**src/rtl/mem_access_unit_pkg.sv**
```systemverilog
// Shared definitions for the load/store unit: size codes, FSM states, default widths.
package mem_access_unit_pkg;

    localparam int unsigned DATA_WIDTH_DEF = 32;

    // Access size codes carried on i_req_size
    localparam logic [1:0] MEM_SZ_B   = 2'b00;
    localparam logic [1:0] MEM_SZ_H   = 2'b01;
    localparam logic [1:0] MEM_SZ_W   = 2'b10;
    localparam logic [1:0] MEM_SZ_ILL = 2'b11;

    typedef enum logic [2:0] {
        ST_IDLE  = 3'd0,
        ST_LOAD  = 3'd1,
        ST_READ  = 3'd2,
        ST_WRITE = 3'd3,
        ST_RESP  = 3'd4
    } state_e;

endpackage

```
**src/rtl/mem_access_unit_byte_lane.sv**
```systemverilog
// Combinational lane logic for a 32-bit little-endian word.
//   size_i/lane_i   access size code and byte lane (addr[1:0])
//   unsigned_i      1 = zero-extend loads, 0 = sign-extend
//   load_word_i     ram word being loaded -> load_data_o (lane-selected, extended)
//   old_word_i      current ram word, new_data_i right-justified store data
//                   -> store_word_o (old word with the addressed lane(s) replaced)
module mem_access_unit_byte_lane
    import mem_access_unit_pkg::*;
(
    input  logic [1:0]  size_i,
    input  logic [1:0]  lane_i,
    input  logic        unsigned_i,
    input  logic [31:0] load_word_i,
    input  logic [31:0] old_word_i,
    input  logic [31:0] new_data_i,
    output logic [31:0] load_data_o,
    output logic [31:0] store_word_o
);

    logic [7:0]  byte_sel;
    logic [15:0] half_sel;
    logic [31:0] mask;
    logic [31:0] rep;

    // Load path: pick the lane, then extend
    always_comb begin
        byte_sel    = 8'(load_word_i >> {lane_i, 3'b000});
        half_sel    = lane_i[1] ? load_word_i[31:16] : load_word_i[15:0];
        load_data_o = load_word_i;
        case (size_i)
            MEM_SZ_B: load_data_o = {{24{~unsigned_i & byte_sel[7]}}, byte_sel};
            MEM_SZ_H: load_data_o = {{16{~unsigned_i & half_sel[15]}}, half_sel};
            default:  load_data_o = load_word_i;
        endcase
    end

    // Store path: replicate new data across lanes, mask it into the old word
    always_comb begin
        mask         = 32'h0000_0000;
        rep          = 32'h0000_0000;
        store_word_o = new_data_i;
        case (size_i)
            MEM_SZ_B: begin
                mask         = 32'h0000_00FF << {lane_i, 3'b000};
                rep          = {4{new_data_i[7:0]}};
                store_word_o = (old_word_i & ~mask) | (rep & mask);
            end
            MEM_SZ_H: begin
                mask         = lane_i[1] ? 32'hFFFF_0000 : 32'h0000_FFFF;
                rep          = {2{new_data_i[15:0]}};
                store_word_o = (old_word_i & ~mask) | (rep & mask);
            end
            default: store_word_o = new_data_i;
        endcase
    end

endmodule

```
**src/rtl/mem_access_unit.sv**
```systemverilog
// Load/store unit between the CPU memory stage and a word-wide data ram
// (async read, write on posedge). One request in flight at a time.
//   i_clk, i_rst_n                    clock, async active-low reset
//   i_req_* / o_req_ready             request handshake (ready only in IDLE)
//   o_resp_valid/_rdata/_err          one-cycle response pulse with registered data
//   o_ram_addr/_wdata/_we, i_ram_rdata word-wide ram port
module mem_access_unit
    import mem_access_unit_pkg::*;
#(
    parameter int unsigned DATA_WIDTH     = DATA_WIDTH_DEF,
    parameter int unsigned RAM_ADDR_WIDTH = 7
) (
    input  logic                      i_clk,
    input  logic                      i_rst_n,
    input  logic                      i_req_valid,
    output logic                      o_req_ready,
    input  logic                      i_req_we,
    input  logic [1:0]                i_req_size,
    input  logic                      i_req_unsigned,
    input  logic [31:0]               i_req_addr,
    input  logic [DATA_WIDTH-1:0]     i_req_wdata,
    output logic                      o_resp_valid,
    output logic [DATA_WIDTH-1:0]     o_resp_rdata,
    output logic                      o_resp_err,
    output logic [RAM_ADDR_WIDTH-1:0] o_ram_addr,
    output logic [DATA_WIDTH-1:0]     o_ram_wdata,
    output logic                      o_ram_we,
    input  logic [DATA_WIDTH-1:0]     i_ram_rdata
);

    localparam int unsigned BYTE_AW = RAM_ADDR_WIDTH + 2;

    state_e                    state_q, state_d;
    logic [RAM_ADDR_WIDTH-1:0] waddr_q, waddr_d;
    logic [1:0]                lane_q,  lane_d;
    logic [1:0]                size_q,  size_d;
    logic                      uns_q,   uns_d;
    logic [DATA_WIDTH-1:0]     wdata_q, wdata_d;
    logic [DATA_WIDTH-1:0]     old_q,   old_d;
    logic [DATA_WIDTH-1:0]     rdata_q, rdata_d;
    logic                      err_q,   err_d;

    logic                      req_err_c;
    logic [DATA_WIDTH-1:0]     load_ext_c;
    logic [DATA_WIDTH-1:0]     merged_c;

    // Misalignment, illegal size or address outside the ram's byte span
    assign req_err_c = (i_req_size == MEM_SZ_ILL)
                     | ((i_req_size == MEM_SZ_H) & i_req_addr[0])
                     | ((i_req_size == MEM_SZ_W) & (i_req_addr[1:0] != 2'b00))
                     | (|i_req_addr[31:BYTE_AW]);

    mem_access_unit_byte_lane u_lane (
        .size_i       (size_q),
        .lane_i       (lane_q),
        .unsigned_i   (uns_q),
        .load_word_i  (i_ram_rdata),
        .old_word_i   (old_q),
        .new_data_i   (wdata_q),
        .load_data_o  (load_ext_c),
        .store_word_o (merged_c)
    );

    // State and latch registers
    always_ff @(posedge i_clk or negedge i_rst_n) begin
        if (!i_rst_n) begin
            state_q <= ST_IDLE;
            waddr_q <= '0;
            lane_q  <= '0;
            size_q  <= '0;
            uns_q   <= 1'b0;
            wdata_q <= '0;
            old_q   <= '0;
            rdata_q <= '0;
            err_q   <= 1'b0;
        end else begin
            state_q <= state_d;
            waddr_q <= waddr_d;
            lane_q  <= lane_d;
            size_q  <= size_d;
            uns_q   <= uns_d;
            wdata_q <= wdata_d;
            old_q   <= old_d;
            rdata_q <= rdata_d;
            err_q   <= err_d;
        end
    end

    // Next-state logic; response registers only change on entry to RESP
    always_comb begin
        state_d = state_q;
        waddr_d = waddr_q;
        lane_d  = lane_q;
        size_d  = size_q;
        uns_d   = uns_q;
        wdata_d = wdata_q;
        old_d   = old_q;
        rdata_d = rdata_q;
        err_d   = err_q;
        case (state_q)
            ST_IDLE: begin
                if (i_req_valid) begin
                    waddr_d = i_req_addr[BYTE_AW-1:2];
                    lane_d  = i_req_addr[1:0];
                    size_d  = i_req_size;
                    uns_d   = i_req_unsigned;
                    wdata_d = i_req_wdata;
                    if (req_err_c) begin
                        rdata_d = '0;
                        err_d   = 1'b1;
                        state_d = ST_RESP;
                    end else if (!i_req_we) begin
                        state_d = ST_LOAD;
                    end else if (i_req_size == MEM_SZ_W) begin
                        state_d = ST_WRITE;
                    end else begin
                        state_d = ST_READ;
                    end
                end
            end
            ST_LOAD: begin
                rdata_d = load_ext_c;
                err_d   = 1'b0;
                state_d = ST_RESP;
            end
            ST_READ: begin
                old_d   = i_ram_rdata;
                state_d = ST_WRITE;
            end
            ST_WRITE: begin
                rdata_d = '0;
                err_d   = 1'b0;
                state_d = ST_RESP;
            end
            ST_RESP:  state_d = ST_IDLE;
            default:  state_d = ST_IDLE;
        endcase
    end

    // Outputs decode straight from registers so reset clears them immediately
    assign o_req_ready  = (state_q == ST_IDLE);
    assign o_resp_valid = (state_q == ST_RESP);
    assign o_resp_rdata = rdata_q;
    assign o_resp_err   = err_q;
    assign o_ram_addr   = waddr_q;
    assign o_ram_wdata  = merged_c;
    assign o_ram_we     = (state_q == ST_WRITE);

endmodule
```
**config.mk**
```make
export PLATFORM = sky130hd
export DESIGN_NAME = mem_access_unit
export DESIGN_NICKNAME = d
export VERILOG_FILES = /design/src/rtl/mem_access_unit_pkg.sv /design/src/rtl/mem_access_unit_byte_lane.sv /design/src/rtl/mem_access_unit.sv
export SDC_FILE = /design/constraint.sdc
export NUM_CORES = 1
export LEC_CHECK = 0
export ABC_AREA = 1
export BUFFER_PORTS_ARGS = -buffer_cell sky130_fd_sc_hd__buf_2
export CORE_MARGIN = 4
export CORE_UTILIZATION = 40
export DETAILED_ROUTE_END_ITERATION = 8
export SYNTH_ARGS = -nofsm -noshare
export SYNTH_HDL_FRONTEND = slang
export SYNTH_SLANG_ARGS = --single-unit
```
**constraint.sdc**
```tcl
create_clock -name i_clk -period 1.5 [get_ports i_clk]
set_input_delay 0.15 -clock i_clk [delete_from_list [all_inputs] [get_ports i_clk]]
set_output_delay 0.15 -clock i_clk [all_outputs]
set_load 0.02 [all_outputs]
```
==> summary.txt, run 1 <==
post-detailed-route wirelength per cell: 17.1 µm
transition at the pin with the smallest max-transition slack: 0.481 ns
Post-Route Utilization: 0.580
total overflow reported by the global router: 0
CTS tree: yes
cell taking the most area after synthesis: sky130_fd_sc_hd__dfrtp_1
area taken by multi-input logic gates: 2830 µm²
sequential cell area fraction in the yosys report: 0.492
period utilization: 1.24
number of nets still failing antenna checks after routing: 0
Placed Instances: 1,044
most area-consuming cells after synthesis: sky130_fd_sc_hd__dfrtp_1, sky130_fd_sc_hd__nand2_1, sky130_fd_sc_hd__mux2_2
via count of the first global-routing pass: 5,403
non-filler instance count after layout: 1,080
leading cell type in the layout, fill and taps excluded: sky130_fd_sc_hd__nand2_1
pins over their slew limit: 0
clock period minus worst slack: 1.86 ns
clk_skew: 0.00732 ns
Internal Dissipation: 6.35 mW
critical path required time: 1.35 ns
weighted congestion reported at the end of routability-driven placement: 0.858
Relative slew margins: 0.679
Max-cap violations: 0
Total Neg Setup Slack: -10.22 ns
fmax: 537 MHz
count of routing violations after the opening detailed-route iteration: 466
number of buffers between clock root and the deepest sink: 2
commonest cells after routing, fill and taps aside: sky130_fd_sc_hd__nand2_1, sky130_fd_sc_hd__buf_2, sky130_fd_sc_hd__dfrtp_1
Nets: 998
clock share of power: 0.294
last element of the critical path: o_ram_wdata[24]
total of flip-flops plus latches after synthesis: 112
reported leakage power: 4.22 nW
setup repair after global routing missed its margin: true
worst min path class: in -> reg
Flop pwr share: 0.371
post-synthesis cell type count: 29
Switch Pwr: 3.19 mW
startpoint-to-endpoint class of the critical path: reg -> out
maximum level of the CTS H-tree: 3
clock transition time at the flip-flop clock pins of the worst setup and hold paths: 0.08 ns
setup slack of the worst register-to-register path: -0.06 ns
count of inserted antenna diode cells: 0
start point of the worst hold path: i_req_wdata[11]
post-route worst hold slack: 0.0197 ns
first-pass GRT wire length: 28.8 mm
worst-skew pair later-pin latency: 0.35 ns
Critical Path Source: size_q[1]
share of layout cells above drive strength 1: 0.432
number of placement rows: 43
warnings from Yosys: 0
total core area: 13,900 µm²
die width: 127 µm
detailed-route DRC error count: 0
fraction of synthesized cell area taken by the top area cell type: 0.492
setup slack of the critical path after layout: -0.361 ns
mean post-synth cell area: 8.38 µm²
total power divided by cell area: 1180 nW/µm²
vias after detailed routing: 5,529
violations in the final reports: setup timing
area of the die: 16,200 µm²
total area of sequential cells: 2810 µm²
area growth from synthesis to layout: 41.8%
Reg-to-Reg Start: lane_q[1]
reg2reg end: o_resp_rdata[22]
run status: complete, but fails checks
Critical Path Sink Type: primary output
share of total power in combinational logic: 0.335
Post-Syn Nets: 783
post-synthesis instance area: 5700 µm²
WP data arrival: 1.71 ns
Final Hold Vio Count: 0
Die Y-Extent: 127 µm
IO Port Bufs: 177
number of buffers added by the clock tree synthesis step: 9
standard cell area after detailed placement: 7100 µm²
depth of the most critical reg-to-reg path: 10
post-layout instance area: 8080 µm²
Routed WL: 18.5 mm
Worst Setup Start Kind: register
setup violators final: 52
post-detailed-route via-to-cell ratio: 5.12
overall fraction of global-route tracks in use: 0.225
maximum resistive drop on vdd: 709 µV
number of clock sinks: 112
Final Power: 9.53 mW
worst setup timing slack at the placement stage: -0.103 ns
starting utilization of the core area: 0.409
initial antenna violation count: 0
total I/O pin count: 178
number of optimization iterations in the first detailed-route pass: 5
Max FO, Critical Path: 8
maximum number of pins on one net before global-route repair: 52
synthesized netlist cell count: 680
switching share of power: 0.334
sum of net half-perimeters after detailed placement: 14.1 mm
number of fill cells: 1,233
root buffer cell: sky130_fd_sc_hd__clkbuf_16
==> worst max-delay path, cell delays in order (launching register included) <==
cell                         delay, ns
sky130_fd_sc_hd__dfrtp_1          0.41
sky130_fd_sc_hd__inv_2            0.09
sky130_fd_sc_hd__nand2_4          0.12
sky130_fd_sc_hd__clkinvlp_4       0.18
sky130_fd_sc_hd__buf_6            0.16
sky130_fd_sc_hd__o211ai_1         0.09
sky130_fd_sc_hd__o2111ai_2        0.14
sky130_fd_sc_hd__buf_4            0.18
==> registers in the layout, indices dropped and copies added, names as in the netlist <==
signal        count
o_resp_rdata     32
old_q            32
wdata_q          32
o_ram_addr        7
state_q           3
lane_q            2
size_q            2
o_resp_err        1
uns_q             1
==> layer usage <==
layer | global-route usage | part of all wire | up-vias
li1 | - | - | 2661
met3 | 0.0502 | 0.072 | 34
met1 | 0.321 | 0.45 | 2630
met2 | 0.342 | 0.45 | 204
met5 | 0 | 0 | -
met4 | 0.0738 | 0.025 | 0
==> what timing repair did <==
action,4_1_cts,5_1_grt
resized for setup,68,82
hold buffers,1,0
pin swaps,8,11
endpoints found under the setup margin,53,65
endpoints found under the hold margin,33,0
buffers inserted,12,8
==> cells by family (layout without fill, tap and decap cells) <==
logic type / Yosys count / count (layout) / share of synthesized area
buf+inv: 93 / 313 / 0.0775
simple gates: 328 / 328 / 0.242
flops: 112 / 112 / 0.492
mux: 34 / 34 / 0.0705
compound gates: 113 / 113 / 0.118
==> worst min-delay path by stage <==
stage | to | slack (ns) | cells after the start
detailed placement | o_resp_rdata[2] | 0.14 | 1
CTS | o_ram_addr[6] | 0.02 | 2
global placement | o_resp_rdata[2] | 0.14 | 1
global route | o_ram_addr[1] | 0.02 | 2
finish | wdata_q[11] | 0.02 | 2
floorplan | lane_q[0] | -0.15 | 0
==> cell usage after synthesis <==
cell type,n
sky130_fd_sc_hd__clkinv_1,1
sky130_fd_sc_hd__nand2_2,1
sky130_fd_sc_hd__buf_6,8
sky130_fd_sc_hd__nand2_1,216
sky130_fd_sc_hd__o21ai_1,1
sky130_fd_sc_hd__buf_4,6
sky130_fd_sc_hd__clkbuf_1,13
sky130_fd_sc_hd__buf_2,8
sky130_fd_sc_hd__o211ai_1,16
sky130_fd_sc_hd__nor4_1,1
sky130_fd_sc_hd__nand3_1,52
sky130_fd_sc_hd__inv_2,3
sky130_fd_sc_hd__mux2_4,5
sky130_fd_sc_hd__nand2_4,3
sky130_fd_sc_hd__nor2_1,42
sky130_fd_sc_hd__nand3_4,1
sky130_fd_sc_hd__nor3_1,1
sky130_fd_sc_hd__o31ai_1,1
sky130_fd_sc_hd__o2111ai_1,14
sky130_fd_sc_hd__o21ai_0,51
sky130_fd_sc_hd__dfrtp_1,112
sky130_fd_sc_hd__a21oi_1,27
sky130_fd_sc_hd__inv_1,54
sky130_fd_sc_hd__nand4_1,2
sky130_fd_sc_hd__nor3_4,1
sky130_fd_sc_hd__nor2_4,1
sky130_fd_sc_hd__or2_2,7
sky130_fd_sc_hd__o221ai_1,3
sky130_fd_sc_hd__mux2_2,29
==> power by group through the flow <==
stage / Sequential, mW / Clock [mW] / Combinational, mW
after floorplan: 3.53 / 0 / 1.53
after global placement: 3.57 / 0 / 2.60
after detailed placement: 3.57 / 0 / 2.61
after CTS: 3.52 / 2.85 / 2.92
after global routing: 3.57 / 2.96 / 3.44
final: 3.54 / 2.80 / 3.19
==> cell type report <==
cell class              instances  area share
inverters                      58      0.0277
clock buffers                   9      0.0279
well taps                     180      0.0279
multi-input cells             475       0.350
clock inverters                 7      0.0147
flip-flops and latches        112       0.348
repair buffers                239       0.204
No activity file was read; power rests on OpenSTA's default activity.
==> run 2: changes to the inputs <==
--- a/config.mk
+++ b/config.mk
@@ -8,8 +8,9 @@
 export ABC_AREA = 1
 export BUFFER_PORTS_ARGS = -buffer_cell sky130_fd_sc_hd__buf_2
 export CORE_MARGIN = 4
-export CORE_UTILIZATION = 40
+export CORE_UTILIZATION = 52
 export DETAILED_ROUTE_END_ITERATION = 8
+export PLACE_DENSITY = 0.81
 export SYNTH_ARGS = -nofsm -noshare
 export SYNTH_HDL_FRONTEND = slang
 export SYNTH_SLANG_ARGS = --single-unit
==> run 2 against run 1 <==
Net effect: the run still ends with setup timing left; die area shrank 22%; cell count grew 0.56%; worst setup slack lost 0.086 ns; first-iteration DRC count grew 25%; wire length grew 13%; register-to-register slack lost 0.11 ns; sequential power is essentially flat; clock skew grew 0.0057 ns; worst hold slack lost 0.010 ns; clock power shrank 36%; largest power group unchanged.
==> summary.txt, run 2 (synthesis gave the netlist of run 1 again) <==
starting utilization of the core area: 0.542
Worst path most repeated cell: sky130_fd_sc_hd__buf_4
combined buffer and inverter count along the critical path: 4
vias after detailed routing: 6,152
number of buffers between clock root and the deepest sink: 2
sum of net half-perimeters after detailed placement: 13.6 mm
total I/O pin count: 178
IO Port Bufs: 177
Placed Instances: 1,005
Final Hold Vio Count: 0
WP data arrival: 1.80 ns
via count of the first global-routing pass: 5,884
setup repair after global routing missed its margin: true
maximum resistive drop on vdd: 665 µV
fmax: 513 MHz
critical path required time: 1.35 ns
non-filler instance count after layout: 1,086
count of routing violations after the opening detailed-route iteration: 583
depth of the most critical reg-to-reg path: 10
Final Power: 8.83 mW
clock period minus worst slack: 1.95 ns
transition at the pin with the smallest max-transition slack: 0.430 ns
clock transition time at the flip-flop clock pins of the worst setup and hold paths: 0.10 ns
share of layout cells above drive strength 1: 0.445
standard cell area after detailed placement: 7020 µm²
reg2reg end: o_resp_rdata[31]
cells traversed along the worst timing path: inv_2 > nor2_4 > buf_6 > buf_4 > nand3_1 > o211ai_1 > buf_4
pins over their slew limit: 0
Critical Path Source: size_q[0]
maximum number of pins on one net before global-route repair: 44
Relative slew margins: 0.713
reported leakage power: 4.40 nW
worst min path class: in -> reg
overall fraction of global-route tracks in use: 0.296
clk_skew: 0.0130 ns
Nets: 1,047
area taken by multi-input logic gates: 2870 µm²
Max-cap violations: 0
number of buffers added by the clock tree synthesis step: 9
post-detailed-route wirelength per cell: 19.3 µm
leading cell type in the layout, fill and taps excluded: sky130_fd_sc_hd__nand2_1
post-route worst hold slack: 0.00940 ns
first-pass GRT wire length: 30.0 mm
area of the die: 12,700 µm²
CP peak stage delay: 0.42 ns
setup slack of the critical path after layout: -0.448 ns
period utilization: 1.30
total area of sequential cells: 2810 µm²
dominant delay contributor by cell family on the critical path: buffers and inverters
start point of the worst hold path: i_req_wdata[3]
die width: 113 µm
initial antenna violation count: 1
Worst Setup Start Kind: register
worst-skew pair later-pin latency: 0.39 ns
standard cell with the maximum stage delay on the critical path: sky130_fd_sc_hd__dfrtp_1
Reg-to-Reg Start: size_q[1]
total core area: 10,500 µm²
Die Y-Extent: 113 µm
Max FO, Critical Path: 5
number of placement rows: 37
Critical Path Sink Type: primary output
number of fill cells: 654
setup slack of the worst register-to-register path: -0.17 ns
depth of the critical timing path with buffers and inverters included: 7
worst setup timing slack at the placement stage: -0.0592 ns
CTS tree: yes
maximum level of the CTS H-tree: 3
post-detailed-route via-to-cell ratio: 5.66
number of clock sinks: 112
total overflow reported by the global router: 0
last element of the critical path: o_ram_wdata[10]
number of optimization iterations in the first detailed-route pass: 5
run status: complete, but fails checks
setup violators final: 92
post-layout instance area: 8470 µm²
startpoint-to-endpoint class of the critical path: reg -> out
detailed-route DRC error count: 0
root buffer cell: sky130_fd_sc_hd__clkbuf_8
area growth from synthesis to layout: 48.7%
weighted congestion reported at the end of routability-driven placement: 0.949
violations in the final reports: setup timing
total power divided by cell area: 1040 nW/µm²
commonest cells after routing, fill and taps aside: sky130_fd_sc_hd__nand2_1, sky130_fd_sc_hd__buf_2, sky130_fd_sc_hd__dfrtp_1
number of nets still failing antenna checks after routing: 0
Routed WL: 20.9 mm
[run 2: changes by cell type in the layout (fill, tap and decap cells not counted), sizes merged]
| cell | previous run | this run |
|---|---|---|
| buf | 238 | 256 |
| bufinv | 3 | 0 |
| clkbuf | 9 | 16 |
| clkinv | 2 | 3 |
| diode | 0 | 1 |
| dlygate4sd3 | 1 | 24 |
| inv | 58 | 60 |
| nand3 | 53 | 54 |
[run 2: worst min path at each step]
| stage | end | cells after the start |
|---|---|---|
| CTS | wdata_q[11] | 2 |
| finish | wdata_q[3] | 3 |
| floorplan | lane_q[0] | 0 |
| detailed placement | old_q[19] | 1 |
| global route | wdata_q[20] | 2 |
| global placement | old_q[19] | 1 |
[run 2: final cells by class]
cell class,instances,area share
antenna,1,0.000295
clock buffer,10,0.0162
clock inverter,6,0.00591
inverter,58,0.0270
multi-input combinational,476,0.339
sequential,112,0.331
tap,136,0.0201
timing repair buffer,286,0.259
timing repair inverter,1,0.00103
[run 2: metrics by stage]
step	setup TNS, ns	utilization
3_3_place_gp	-0.0712	0.668
3_5_place_dp	-0.718	0.668
4_1_cts	-10.83	0.747
6_report	-17.12	0.806
5_1_grt	-23.64	0.806
2_1_floorplan	-1.13	-
[run 2: repair_timing]
action                                 in CTS  in global routing
pin swaps                                  20                 23
gates resized for setup                    98                 89
endpoints found under the hold margin      48                  1
setup endpoints to repair                  62                 90
hold buffers                               23                  1
setup buffers                              15                 16
gates cloned                                2                  8
[run 2: worst min-delay path, delay by kind of cell]
| kind | cells | cell delay [ns] |
|---|---|---|
| buffers and inverters | 1 | 0.08 |
| AO/OA/AOI/OAI | 1 | 0.09 |
| AND/OR/NAND/NOR | 1 | 0.04 |
[run 2: per-layer routing]
layer | up-vias | global-route usage | wire length, µm
met5 | - | 0 | 0
met4 | 0 | 0.0905 | 658
met3 | 58 | 0.0620 | 2220
met2 | 401 | 0.490 | 10100
met1 | 2927 | 0.394 | 7960
li1 | 2766 | - | -
[run 2: power breakdown]
group	total [mW]	switching [mW]	internal [mW]
Clock	1.80	1.12	0.675
Sequential	3.56	0.254	3.31
Combinational	3.47	1.92	1.55
Total	8.83	3.30	5.53
==> run 3: changes to the inputs <==
--- a/config.mk
+++ b/config.mk
@@ -11,6 +11,7 @@
 export CORE_UTILIZATION = 52
 export DETAILED_ROUTE_END_ITERATION = 8
 export PLACE_DENSITY = 0.81
+export SKIP_LAST_GASP = 1
 export SYNTH_ARGS = -nofsm -noshare
 export SYNTH_HDL_FRONTEND = slang
 export SYNTH_SLANG_ARGS = --single-unit
==> run 3 against run 2 <==
Net effect: the run ends with hold timing, setup timing left; via count grew 0.59%; clock skew shrank 0.00080 ns; largest cell class is now registers; core utilization shrank 0.45 points; register-to-register slack lost 0.13 ns; maximum frequency shrank 5.1%; clock power is essentially flat; clock-buffer cell count is the same; sequential cell count is the same; largest power group unchanged; combinational power is essentially flat; critical path depth grew 1.
==> summary.txt, run 3 (synthesis gave the netlist of run 1 again) <==
number of clock sinks: 112
Max FO, Critical Path: 8
initial antenna violation count: 1
share of layout cells above drive strength 1: 0.424
sum of net half-perimeters after detailed placement: 13.6 mm
maximum number of pins on one net before global-route repair: 44
run status: complete, but fails checks
number of placement rows: 37
vias after detailed routing: 6,188
worst-skew pair later-pin latency: 0.39 ns
total I/O pin count: 178
setup violators final: 95
area of the die: 12,700 µm²
Die Y-Extent: 113 µm
setup slack of the worst register-to-register path: -0.30 ns
weighted congestion reported at the end of routability-driven placement: 0.949
maximum resistive drop on vdd: 683 µV
reported leakage power: 4.41 nW
worst min path class: in -> reg
critical path required time: 1.35 ns
Critical Path Sink Type: primary output
Post-Route Utilization: 0.802
commonest cells after routing, fill and taps aside: sky130_fd_sc_hd__nand2_1, sky130_fd_sc_hd__buf_2, sky130_fd_sc_hd__dfrtp_1
die width: 113 µm
first-pass GRT wire length: 29.8 mm
period utilization: 1.37
root buffer cell: sky130_fd_sc_hd__clkbuf_8
via count of the first global-routing pass: 5,863
number of fill cells: 661
post-route worst hold slack: -0.00312 ns
starting utilization of the core area: 0.542
CTS tree: yes
clk_skew: 0.0122 ns
count of routing violations after the opening detailed-route iteration: 641
violations in the final reports: hold timing, setup timing
area taken by multi-input logic gates: 2800 µm²
total power divided by cell area: 1050 nW/µm²
total overflow reported by the global router: 0
Nets: 1,046
IO Port Bufs: 177
total area of sequential cells: 2810 µm²
number of nets still failing antenna checks after routing: 0
post-detailed-route via-to-cell ratio: 5.70
fmax: 487 MHz
leading cell type in the layout, fill and taps excluded: sky130_fd_sc_hd__nand2_1
transition at the pin with the smallest max-transition slack: 0.429 ns
Relative slew margins: 0.711
detailed-route DRC error count: 0
startpoint-to-endpoint class of the critical path: reg -> out
number of buffers added by the clock tree synthesis step: 9
setup slack of the critical path after layout: -0.553 ns
clock transition time at the flip-flop clock pins of the worst setup and hold paths: 0.11 ns
Final Hold Vio Count: 1
Routed WL: 21.2 mm
number of optimization iterations in the first detailed-route pass: 5
area growth from synthesis to layout: 47.9%
total core area: 10,500 µm²
setup repair after global routing missed its margin: true
standard cell area after detailed placement: 7020 µm²
Max-cap violations: 0
post-layout instance area: 8430 µm²
WP data arrival: 1.90 ns
overall fraction of global-route tracks in use: 0.294
post-detailed-route wirelength per cell: 19.5 µm
clock period minus worst slack: 2.05 ns
maximum level of the CTS H-tree: 3
number of buffers between clock root and the deepest sink: 2
Worst Setup Start Kind: register
pins over their slew limit: 0
-- run 3: changes by cell type in the layout (fill, tap and decap cells not counted), moves of 4 or more --
| cell | change |
|---|---|
| sky130_fd_sc_hd__a21oi_2 | -4 |
| sky130_fd_sc_hd__nand3_2 | -10 |
| sky130_fd_sc_hd__nand2_2 | -4 |
| sky130_fd_sc_hd__nand3_1 | +10 |
| sky130_fd_sc_hd__buf_4 | -4 |
| sky130_fd_sc_hd__nor2_1 | +6 |
| sky130_fd_sc_hd__nor2_2 | -6 |
-- run 3: area by class of cell --
type / instances / share of cell area
Timing Repair inverter: 1 / 0.00104
Timing Repair Buffer: 285 / 0.264
Sequential cell: 112 / 0.333
Antenna cell: 1 / 0.000297
Multi-Input combinational cell: 476 / 0.332
Clock buffer: 10 / 0.0163
Clock inverter: 6 / 0.00594
Inverter: 58 / 0.0270
Tap cell: 136 / 0.0202
-- run 3: report_power, final --
group	total, mW	switching, mW	leakage, nW	internal (mW)
Combinational	3.47	1.92	2.97	1.56
Sequential	3.56	0.255	1.34	3.31
Clock	1.81	1.13	0.0952	0.675
-- run 3: repair_timing --
action / in CTS / in global routing
setup buffers: 15 / 14
endpoints found under the setup margin: 62 / 83
pin swaps: 20 / 17
cloned: 2 / 9
gates resized for setup: 94 / 74
endpoints found under the hold margin: 48 / 0
hold buffers: 23 / 0
-- run 3: path summary, 6_finish.rpt --
path,from,endpoint,cells after the start
max reg2reg,size_q[1],o_resp_rdata[3],10
min reg2reg,o_resp_rdata[29],o_resp_rdata[29],2
max,size_q[1],o_ram_wdata[1],8
max in group asynchronous,i_rst_n,wdata_q[15],3
min,i_req_wdata[11],wdata_q[11],2
min in group asynchronous,i_rst_n,old_q[19],2
-- run 3: per-layer routing --
metal / global-route usage / wire, µm / vias to the layer above
met3: 0.0572 / 2070 / 58
met1: 0.394 / 8250 / 2965
met5: 0 / 0 / -
met4: 0.0897 / 567 / 0
met2: 0.486 / 10300 / 397
li1: - / - / 2768
-- run 3: metrics by stage --
step           power [mW]  TNS [ns]  setup slack, ns  instances
2_1_floorplan        5.06     -1.13           -0.115        680
3_3_place_gp         6.08   -0.0712          -0.0218       1005
3_5_place_dp         6.13    -0.718          -0.0592       1005
4_1_cts              8.34    -10.89           -0.391       1061
5_1_grt              9.20    -24.83           -0.572       1085
6_report             8.84    -19.75           -0.553       1085
-- run 3: worst max-delay path, cell delays in order (launching register included) --
cell and delay [ns]:
sky130_fd_sc_hd__dfrtp_1 0.46, sky130_fd_sc_hd__inv_2 0.16, sky130_fd_sc_hd__nand3_1 0.15, sky130_fd_sc_hd__nand2_2 0.14
sky130_fd_sc_hd__clkinvlp_4 0.12, sky130_fd_sc_hd__buf_6 0.17, sky130_fd_sc_hd__nor2_4 0.10, sky130_fd_sc_hd__a21oi_2 0.05
sky130_fd_sc_hd__buf_4 0.17
